<file path="src/rtl/step_seq_pkg.sv">
// Shared types and constants for the step sequencer that drives the
// 12-note generator's Select mask and nStart restart line.
package step_seq_pkg;
    typedef enum logic [1:0] {IDLE, RESYNC, SOUND, REST} state_e;

    localparam int NOTES = 12;

    localparam int NOTE_C  = 0;
    localparam int NOTE_CS = 1;
    localparam int NOTE_D  = 2;
    localparam int NOTE_DS = 3;
    localparam int NOTE_E  = 4;
    localparam int NOTE_F  = 5;
    localparam int NOTE_FS = 6;
    localparam int NOTE_G  = 7;
    localparam int NOTE_GS = 8;
    localparam int NOTE_A  = 9;
    localparam int NOTE_AS = 10;
    localparam int NOTE_B  = 11;

    localparam int DEFAULT_STEPS = 16;
    localparam int DEFAULT_CW    = 24;
endpackage

</file>
<file path="src/rtl/step_pattern_ram.sv">
// STEPS x 12 pattern register file. Writes are synchronous and reads are
// combinational; a write to the address being read is forwarded at once.
module step_pattern_ram
    import step_seq_pkg::*;
#(
    parameter int STEPS = DEFAULT_STEPS,
    parameter int AW    = $clog2(STEPS)
) (
    input  logic             clk_i,
    input  logic             rst_i,
    input  logic             we_i,
    input  logic [AW-1:0]    waddr_i,
    input  logic [NOTES-1:0] wdata_i,
    input  logic [AW-1:0]    raddr_i,
    output logic [NOTES-1:0] rdata_o
);
    logic [NOTES-1:0] mem_q [STEPS];

    always_ff @(posedge clk_i or posedge rst_i) begin
        if (rst_i) begin
            for (int i = 0; i < STEPS; i++) mem_q[i] <= '0;
        end else if (we_i) begin
            mem_q[waddr_i] <= wdata_i;
        end
    end

    // Bypass lets a same-cycle write reach the RESYNC latch.
    assign rdata_o = (we_i && (waddr_i == raddr_i)) ? wdata_i : mem_q[raddr_i];
endmodule

</file>
<file path="src/rtl/step_scheduler.sv">
// Step sequencer: plays the pattern in a loop, restarting all oscillators
// (nStart low) for one cycle at the start of every step.
module step_scheduler
    import step_seq_pkg::*;
#(
    parameter int STEPS = DEFAULT_STEPS,
    parameter int CW    = DEFAULT_CW,
    localparam int AW   = $clog2(STEPS)
) (
    input  logic             Clock,
    input  logic             Reset,
    input  logic             Start,
    input  logic             Stop,
    input  logic             WrEn,
    input  logic [AW-1:0]    WrAddr,
    input  logic [NOTES-1:0] WrData,
    input  logic [CW-1:0]    StepPeriod,
    input  logic [CW-1:0]    GateLen,
    output logic [NOTES-1:0] Select,
    output logic             nStart,
    output logic [AW-1:0]    Step,
    output logic             StepStrobe,
    output logic             Playing
);
    state_e           state_q, state_d;
    logic [AW-1:0]    step_q, step_d;
    logic [CW-1:0]    cnt_q, cnt_d;
    logic [CW-1:0]    per_q, per_d;
    logic [CW-1:0]    gate_q, gate_d;
    logic [NOTES-1:0] sel_q, sel_d;
    logic             nstart_q, strobe_q, playing_q;
    logic [NOTES-1:0] rd_mask;

    step_pattern_ram #(.STEPS(STEPS), .AW(AW)) u_ram (
        .clk_i   (Clock),
        .rst_i   (Reset),
        .we_i    (WrEn),
        .waddr_i (WrAddr),
        .wdata_i (WrData),
        .raddr_i (step_q),
        .rdata_o (rd_mask)
    );

    always_comb begin
        state_d = state_q;
        step_d  = step_q;
        cnt_d   = cnt_q;
        per_d   = per_q;
        gate_d  = gate_q;
        sel_d   = '0;
        case (state_q)
            IDLE: ;
            RESYNC: begin
                // Period is clamped to 2 so every step has a restart cycle plus one more.
                per_d   = (StepPeriod < CW'(2)) ? CW'(2) : StepPeriod;
                gate_d  = GateLen;
                cnt_d   = CW'(1);
                state_d = (GateLen > CW'(1)) ? SOUND : REST;
                sel_d   = (GateLen > CW'(1)) ? rd_mask : '0;
            end
            SOUND: begin
                cnt_d = cnt_q + CW'(1);
                sel_d = sel_q;
                if (cnt_q == per_q - CW'(1)) begin
                    state_d = RESYNC;
                    step_d  = step_q + AW'(1);
                    cnt_d   = '0;
                    sel_d   = '0;
                end else if (cnt_q + CW'(1) == gate_q) begin
                    state_d = REST;
                    sel_d   = '0;
                end
            end
            REST: begin
                cnt_d = cnt_q + CW'(1);
                if (cnt_q == per_q - CW'(1)) begin
                    state_d = RESYNC;
                    step_d  = step_q + AW'(1);
                    cnt_d   = '0;
                end
            end
            default: state_d = IDLE;
        endcase
        // Stop outranks Start; Step is deliberately left where it was.
        if (Stop) begin
            state_d = IDLE;
            step_d  = step_q;
            cnt_d   = '0;
            sel_d   = '0;
        end else if (Start) begin
            state_d = RESYNC;
            step_d  = '0;
            cnt_d   = '0;
            sel_d   = '0;
        end
    end

    always_ff @(posedge Clock or posedge Reset) begin
        if (Reset) begin
            state_q   <= IDLE;
            step_q    <= '0;
            cnt_q     <= '0;
            per_q     <= '0;
            gate_q    <= '0;
            sel_q     <= '0;
            nstart_q  <= 1'b1;
            strobe_q  <= 1'b0;
            playing_q <= 1'b0;
        end else begin
            state_q   <= state_d;
            step_q    <= step_d;
            cnt_q     <= cnt_d;
            per_q     <= per_d;
            gate_q    <= gate_d;
            sel_q     <= sel_d;
            nstart_q  <= (state_d != RESYNC);
            strobe_q  <= (state_d == RESYNC);
            playing_q <= (state_d != IDLE);
        end
    end

    assign Select     = sel_q;
    assign nStart     = nstart_q;
    assign Step       = step_q;
    assign StepStrobe = strobe_q;
    assign Playing    = playing_q;
endmodule

</file>
<file path="config.mk">
export PLATFORM = sky130hd
export DESIGN_NAME = step_scheduler
export DESIGN_NICKNAME = d
export VERILOG_FILES = /design/src/rtl/step_seq_pkg.sv /design/src/rtl/step_pattern_ram.sv /design/src/rtl/step_scheduler.sv
export SDC_FILE = /design/constraint.sdc
export NUM_CORES = 1
export LEC_CHECK = 0
export ABC_AREA = 1
export BUFFER_PORTS_ARGS = -buffer_cell sky130_fd_sc_hd__buf_2
export CORE_ASPECT_RATIO = 1.4
export CORE_MARGIN = 2
export CORE_UTILIZATION = 45
export DETAILED_ROUTE_END_ITERATION = 7
export HOLD_SLACK_MARGIN = 0.12
export SLEW_MARGIN = 20
export SYNTH_ARGS = -nofsm -noshare
export SYNTH_HDL_FRONTEND = slang
export SYNTH_SLANG_ARGS = --single-unit
</file>
<file path="constraint.sdc">
create_clock -name Clock -period 8 [get_ports Clock]
set_input_delay 0.8 -clock Clock [delete_from_list [all_inputs] [get_ports Clock]]
set_output_delay 0.8 -clock Clock [all_outputs]
set_load 0.1 [all_outputs]
</file>
==> impl_metrics.py, run 1 <==
metrics = {
    "yosys": {
        "ys_ff_latch": 285,
        "syn_nets": 1942,
        "async_reset_ff_share_pct": 100,
        "yosysSeqAreaShare_pct": 48.9,
        "yosysWarningCount": 0,
        "synth.top_cell.area_share_pct": 48.7,
        "synth_top_area_cell": "dfrtp_1",
        "synth-edff-count": 0,
        "synthCells": 1870,
        "synthTopCellsByArea": "dfrtp_1 (49%), nand2_1 (16%), o21ai_0 (9.5%), inv_1 (3.2%), a21oi_1 (2.8%)",
        "syn_area_per_cell_um2": 7.81,
        "synthFlopType": "dfrtp_1",
        "synth_cell_types": 49,
        "netlist_area_um2": 14600,
    },
    "worst_setup_path": {
        "path_max_fanout": 36,
        "reg2reg_from": "state_q[1]$_DFF_PP0_",
        "slowest_delay_ns": 0.71,
        "path_cells": "inv_1, nand2_2, clkinv_1, nand3_1, clkinv_1, o211ai_1, nand2_1",
        "crit_top_cell": "clkinv_1",
        "r2r_cells": 7,
        "startpoint_type": "register",
        "critPathRequiredTime_ns": 8.45,
        "r2r_end": "Select[8]$_DFFE_PP0P_",
        "arrival_ns": 3.47,
        "critPathKind": "reg -> reg",
        "slowest_stage": "clkinv_1",
        "ff2ff_setup_slack_ns": 4.98,
        "cp-end-kind": "register",
    },
    "global_routing": {
        "grt_max_degree": 130,
        "antenna_found_initial": 1,
        "grt_pass1_wl_mm": 68.7,
        "grt_use_total_pct": 26.3,
        "grt_pass1_vias": 12500,
        "grt-ovfl-total": 0,
    },
    "timing": {
        "fmax_mhz": 331,
        "skew_ns": 0.0198,
        "whs_ns": 0.307,
        "setup_viol": 0,
        "drv_slew": 0,
        "period_needed_ns": 3.02,
        "rsz0062_at_grt": "no",
        "finalCritPeriodShare_pct": 37.8,
        "fin_ws_ns": 4.98,
        "worst_pin_slew_ns": 1.12,
        "relSlewSlack_pct": 25.3,
        "hold_viol_final": 0,
        "fin_tns_setup_ns": 0,
    },
    "clock_tree": {
        "cts_tree": "done",
        "cts_buffers": 29,
        "clockBufferDepth": 3,
        "cts_sinks": 285,
        "postCtsSetupRepairBufs": 0,
        "htreeDepth": 1,
        "cts_resized": 0,
        "clk_pin_slew_ns": 0.06,
        "worstSkewPairLatency_ns": 0.57,
        "clock-root-buffer": "clkbuf_16",
        "cts-hold-fix-buffers": 0,
    },
    "floorplan": {
        "core.rowCount": 78,
        "initial_core_util_pct": 45.3,
        "fp.coreArea_um2": 32200,
        "fp.dieH_um": 217,
        "die_area_um2": 33900,
        "die_w_um": 156,
        "ios": 88,
    },
    "run": {
        "max_cap_viol_count": 0,
    },
    "final_layout": {
        "antennaDiodeCount": 0,
        "fin_cells": 2323,
        "fillers": 3231,
        "utilization_pct": 50.3,
        "drive_gt1_share_pct": 10.5,
        "final_area_um2": 16200,
        "nets": 1973,
        "area_growth_pct": 10.9,
    },
    "power": {
        "p_int_mw": 2.79,
        "switching_share_pct": 32.2,
        "pwr_density_cell_nw_per_um2": 254,
        "switchingPower_mw": 1.32,
        "pwr-share-comb_pct": 22.0,
        "power.leakage_nw": 7.64,
        "peakVddDrop_uv": 173,
        "p_clk_share_pct": 32.5,
        "power_mw": 4.12,
        "power_frac_seq_pct": 45.5,
    },
    "place": {
        "place_area_um2": 15300,
        "place_congestion": 0.932,
        "portBuffers": 87,
        "dp_hpwl_mm": 28.8,
        "dp.cells": 2270,
        "pre_cts_slack_ns": 4.96,
    },
    "route": {
        "wl_mm": 44.3,
        "drt_iter0_markers": 887,
        "postRouteAntennaNets": 0,
        "vias_per_cell": 5.57,
        "avgRoutedWirePerCell_um": 19.1,
        "vias": 12900,
        "dr.pass1.iters": 5,
        "route.detailed.drc": 0,
    },
    "hold_path": {
        "min_path_type": "in -> async",
    },
    "outcome": {
        "status": "completed",
    },
}
synthesized netlist by cell type, drive strengths merged, types with 16 or more instances:
| master | number |
|---|---|
| nand2 | 637 |
| dfrtp | 284 |
| o21ai | 281 |
| inv | 130 |
| nor2 | 100 |
| clkbuf | 88 |
| a21oi | 82 |
| nand3 | 75 |
| o22ai | 28 |
| a32o | 24 |
| xor2 | 23 |
| a221oi | 21 |
| nand4 | 16 |
power by group through the flow:
stage	sequential [mW]	combinational [mW]	clock (mW)
finish	1.87	0.906	1.34
CTS	1.87	0.908	1.37
detailed placement	1.89	0.905	0
global route	1.90	1.03	1.43
global placement	1.89	0.886	0
floorplan	1.87	0.667	0
area by class of cell:
cell class,count,area (um^2),share of cell area (%)
Sequential cell,285,7140,44.1
Multi-Input combinational cell,1354,6600,40.7
Clock buffer,42,805,4.97
Timing Repair Buffer,99,538,3.32
Tap cell,400,500,3.09
Inverter,132,499,3.08
Clock inverter,11,115,0.711
how the worst max path moves through the flow:
stage,startpoint,cells past startpoint,end
detailed placement,GateLen[1],7,Select[8]$_DFFE_PP0P_
global placement,GateLen[1],7,Select[8]$_DFFE_PP0P_
CTS,per_q[0]$_DFFE_PP0P_,16,Select[7]$_DFFE_PP0P_
global route,per_q[0]$_DFFE_PP0P_,16,Select[7]$_DFFE_PP0P_
finish,state_q[1]$_DFF_PP0_,7,Select[8]$_DFFE_PP0P_
floorplan,Reset,1,Playing$_DFF_PP0_
layer usage:
layer | track usage [%] | up-vias | share of wire [%] | wire (um)
li1 | - | 6249 | - | -
met1 | 33.4 | 6144 | 41 | 18100
met2 | 44.6 | 421 | 49 | 21600
met3 | 3.31 | 118 | 5.7 | 2540
met4 | 12.4 | 2 | 4.7 | 2090
met5 | 0 | - | 0.027 | 12
cell families after synthesis:
kind of cell,Yosys count,share of synthesized area [%]
AO/OA/AOI/OAI,460,17.9
AND/OR/NAND/NOR,858,24.8
XOR/XNOR,33,2.07
flip-flops,285,48.9
buffers and inverters,231,6.10
adder cells (fa/ha/maj),3,0.257
critical path, delay by kind of cell (launching register included):
kind / cells / cell delay (ns)
AOI/OAI and AO/OA: 1 / 0.43
and+or+nand+nor: 3 / 0.63
buffers and inverters: 3 / 1.37
DFF: 1 / 0.46
layout by cell type, fill, tap and decap left out, types with 3 or more instances in the layout:
master	instances
o211ai_1	13
nand3_2	16
dfrtp_1	283
xnor2_1	9
nand2_2	15
a221oi_1	21
ha_1	3
o22ai_1	28
clkinv_2	6
nand3b_1	9
buf_2	87
clkbuf_8	3
a221o_1	3
clkbuf_1	10
inv_2	5
nor3_1	8
buf_4	11
a32o_1	24
a21oi_1	82
xor2_1	23
nor2_2	7
o21ai_1	4
nor4_1	6
nand4_1	16
nand2_1	621
o21ai_0	276
nor2_4	6
nor2_1	86
clkbuf_16	29
nand3_1	59
inv_1	124
registers in the layout, summed over array words and instances (netlist names):
signal	cells
u_ram.mem_q	192
Step	4
Select	12
nStart	1
per_q	24
gate_q	24
Playing	1
cnt_q	24
state_q	2
StepStrobe	1
Power figures use the tool's default switching activity.
==> inputs of run 2 (changes only) <==
--- a/config.mk
+++ b/config.mk
@@ -5,7 +5,7 @@
 export SDC_FILE = /design/constraint.sdc
 export NUM_CORES = 1
 export LEC_CHECK = 0
-export ABC_AREA = 1
+export ABC_AREA = 0
 export BUFFER_PORTS_ARGS = -buffer_cell sky130_fd_sc_hd__buf_2
 export CORE_ASPECT_RATIO = 1.4
 export CORE_MARGIN = 2
==> constraint.sdc (replaced) <==
create_clock -name Clock -period 2.82 [get_ports Clock]
set_input_delay 0.282 -clock Clock [delete_from_list [all_inputs] [get_ports Clock]]
set_output_delay 0.282 -clock Clock [all_outputs]
set_load 0.1 [all_outputs]
==> run 2 against run 1 <==
Effect of this change:
- the flow now finishes with violations (negative setup slack)
- design area up 11%
- utilization rose by 6.6 points
- non-clock buffer count increased by 179
- sequential power grew to 2.9 times the previous value
- total power grew to 2.8 times the previous value
- critical path type unchanged
==> impl_metrics.py, run 2 <==
metrics = {
    "clock_tree": {
        "clock-root-buffer": "clkbuf_16",
        "htreeDepth": 1,
        "worstSkewPairLatency_ns": 0.57,
        "clk_pin_slew_ns": 0.06,
        "cts_buffers": 29,
        "clockBufferDepth": 3,
        "cts_tree": "done",
        "cts_sinks": 285,
    },
    "place": {
        "dp_hpwl_mm": 26.8,
        "dp.cells": 1640,
        "portBuffers": 87,
        "place_congestion": 0.898,
    },
    "yosys": {
        "synthXorXnorAreaFrac_pct": 3.81,
        "async_reset_ff_share_pct": 100,
        "synth.top_cell.area_share_pct": 49.0,
        "synth_cell_types": 65,
        "synth_top_area_cell": "dfrtp_1",
        "syn_area_per_cell_um2": 12.8,
        "synth_simple_gate_area_share_pct": 9.99,
        "yosysWarningCount": 0,
        "yosysSeqAreaShare_pct": 49.2,
        "synthAdderAreaFrac_pct": 0.259,
        "synth_compound_gate_area_share_pct": 5.15,
        "synthTopCellsByArea": "dfrtp_1 (49%), mux2_2 (18%), mux4_2 (9.3%), xnor2_1 (2.2%), clkbuf_1 (1.9%)",
        "synth-edff-count": 0,
        "netlist_area_um2": 14500,
        "synth.area.mux_share_pct": 28.8,
        "syn_nets": 1202,
        "synth_top_family_by_area": "multiplexers",
        "synthCells": 1130,
        "ys_ff_latch": 285,
        "yosysMostFrequentCell": "dfrtp_1",
        "synthFlopType": "dfrtp_1",
        "synth.top_cells.by_count": "dfrtp_1 (284), mux2_2 (236), clkbuf_1 (74)",
    },
    "route": {
        "avgRoutedWirePerCell_um": 22.5,
        "vias": 10200,
        "route.detailed.drc": 0,
        "dr.pass1.iters": 4,
        "drt_iter0_markers": 545,
        "wl_mm": 39.7,
        "vias_per_cell": 5.80,
        "postRouteAntennaNets": 0,
    },
    "worst_setup_path": {
        "startpoint_type": "register",
        "critPathRequiredTime_ns": 3.26,
        "critPathKind": "reg -> reg",
        "cp-end-kind": "register",
        "slowest_stage": "or4_4",
        "crit_family": "simple AND/OR/NAND/NOR gates",
        "path_max_fanout": 4,
        "arrival_ns": 3.51,
        "cp_num_buf_inv": 4,
        "slowest_delay_ns": 0.55,
        "crit_top_cell": "buf_4",
        "path_cells": "inv_2, ha_4, nor3b_4, nand4_1, mux2i_1, or4_4, nor4_4, buf_4, buf_4, buf_6, a21oi_4, and3_4, a221o_1",
    },
    "power": {
        "peakVddDrop_uv": 493,
        "power.leakage_nw": 7.73,
        "power_mw": 11.5,
        "pwr_density_cell_nw_per_um2": 639,
    },
    "final_layout": {
        "antennaDiodeCount": 0,
        "utilization_pct": 56.9,
        "area_growth_pct": 24.4,
        "fin_cells": 1763,
        "nets": 1423,
        "drive_gt1_share_pct": 45.5,
        "final_cell_mix": "dfrtp_1 (280), mux2_2 (236), buf_4 (116)",
        "layout_commonest_cell": "dfrtp_1",
        "largest_register_ff_count": 192,
        "regMostFlops": "u_ram.mem_q",
    },
    "outcome": {
        "failed_checks": "negative setup slack",
        "status": "finished, violations left",
    },
    "timing": {
        "hold_viol_final": 0,
        "skew_ns": 0.0134,
        "worst_pin_slew_ns": 0.918,
        "period_needed_ns": 3.07,
        "fin_tns_setup_ns": -4.22,
        "fmax_mhz": 326,
        "finalCritPeriodShare_pct": 109,
        "relSlewSlack_pct": 38.8,
        "rsz0062_at_grt": "yes",
        "setup_viol": 40,
        "drv_slew": 0,
        "fin_ws_ns": -0.249,
        "whs_ns": 0.190,
    },
    "global_routing": {
        "grt-ovfl-total": 0,
        "grt_pass1_vias": 11000,
        "grt_max_degree": 111,
        "grt_use_total_pct": 23.9,
        "grt_pass1_wl_mm": 61.9,
        "antenna_found_initial": 0,
    },
    "floorplan": {
        "fp.dieH_um": 216,
        "initial_core_util_pct": 45.7,
        "ios": 88,
        "fp.coreArea_um2": 31700,
        "core.rowCount": 77,
        "die_area_um2": 33700,
        "die_w_um": 156,
    },
    "run": {
        "max_cap_viol_count": 0,
    },
    "hold_path": {
        "min_path_type": "in -> reg",
    },
}
run 2: final cells by class:
class,count,area (um^2)
flip-flops and latches,285,7140
well taps,395,494
inverters,14,56.3
clock inverters,9,104
repair buffers,278,2210
multi-input cells,743,7190
fillers,2585,13700
clock buffers,39,833
run 2: metrics by stage:
step	instance area (um^2)	setup slack [ns]
finish	18000	-0.249
global route	18000	-0.312
CTS	17900	-0.161
detailed placement	16100	-0.295
global placement	16100	-0.263
floorplan	14500	-1.24
run 2: report_power, final:
group	total, mW	leakage (nW)	switching [mW]	internal [mW]
clock network	3.87	0.460	1.64	2.23
registers	5.37	3.54	0.482	4.89
logic	2.28	3.73	0.923	1.36
total	11.5	7.73	3.05	8.48
run 2: path summary, 6_finish.rpt:
kind	from	to	slack, ns	cells past startpoint
max	per_q[1]$_DFFE_PP0P_	cnt_q[18]$_DFFE_PP0P_	-0.25	13
min	WrData[5]	u_ram.mem_q[185]$_DFFE_PP0P_	0.19	2
max reg2reg	per_q[1]$_DFFE_PP0P_	cnt_q[18]$_DFFE_PP0P_	-0.25	13
min reg2reg	u_ram.mem_q[108]$_DFFE_PP0P_	u_ram.mem_q[108]$_DFFE_PP0P_	0.50	1
max in group asynchronous	Reset	u_ram.mem_q[146]$_DFFE_PP0P_	1.59	4
min in group asynchronous	Reset	gate_q[17]$_DFFE_PP0P_	0.27	3
run 2: logic make-up (layout without fill, tap and decap cells):
family          count (synthesis)  after routing
compound gates                105            106
xor+xnor                       63             63
fa+ha+maj                       3              3
buf+inv                       103            340
flops                         285            285
mux                           313            313
simple gates                  258            258
run 2: repair_timing:
item,CTS,global route
setup endpoints to repair,44,44
buffers inserted,15,8
pin swaps,13,15
gates cloned,4,0
hold buffers,51,0
gates resized for setup,39,27
endpoints found under the hold margin,75,0
run 2: per-layer routing:
layer | GRT usage, % | up-vias | routed length (um)
met5 | 0 | - | 0
met4 | 11.3 | 0 | 2070
met3 | 2.54 | 104 | 1270
met2 | 44.3 | 233 | 21100
met1 | 27.4 | 5246 | 15300
li1 | - | 4640 | -
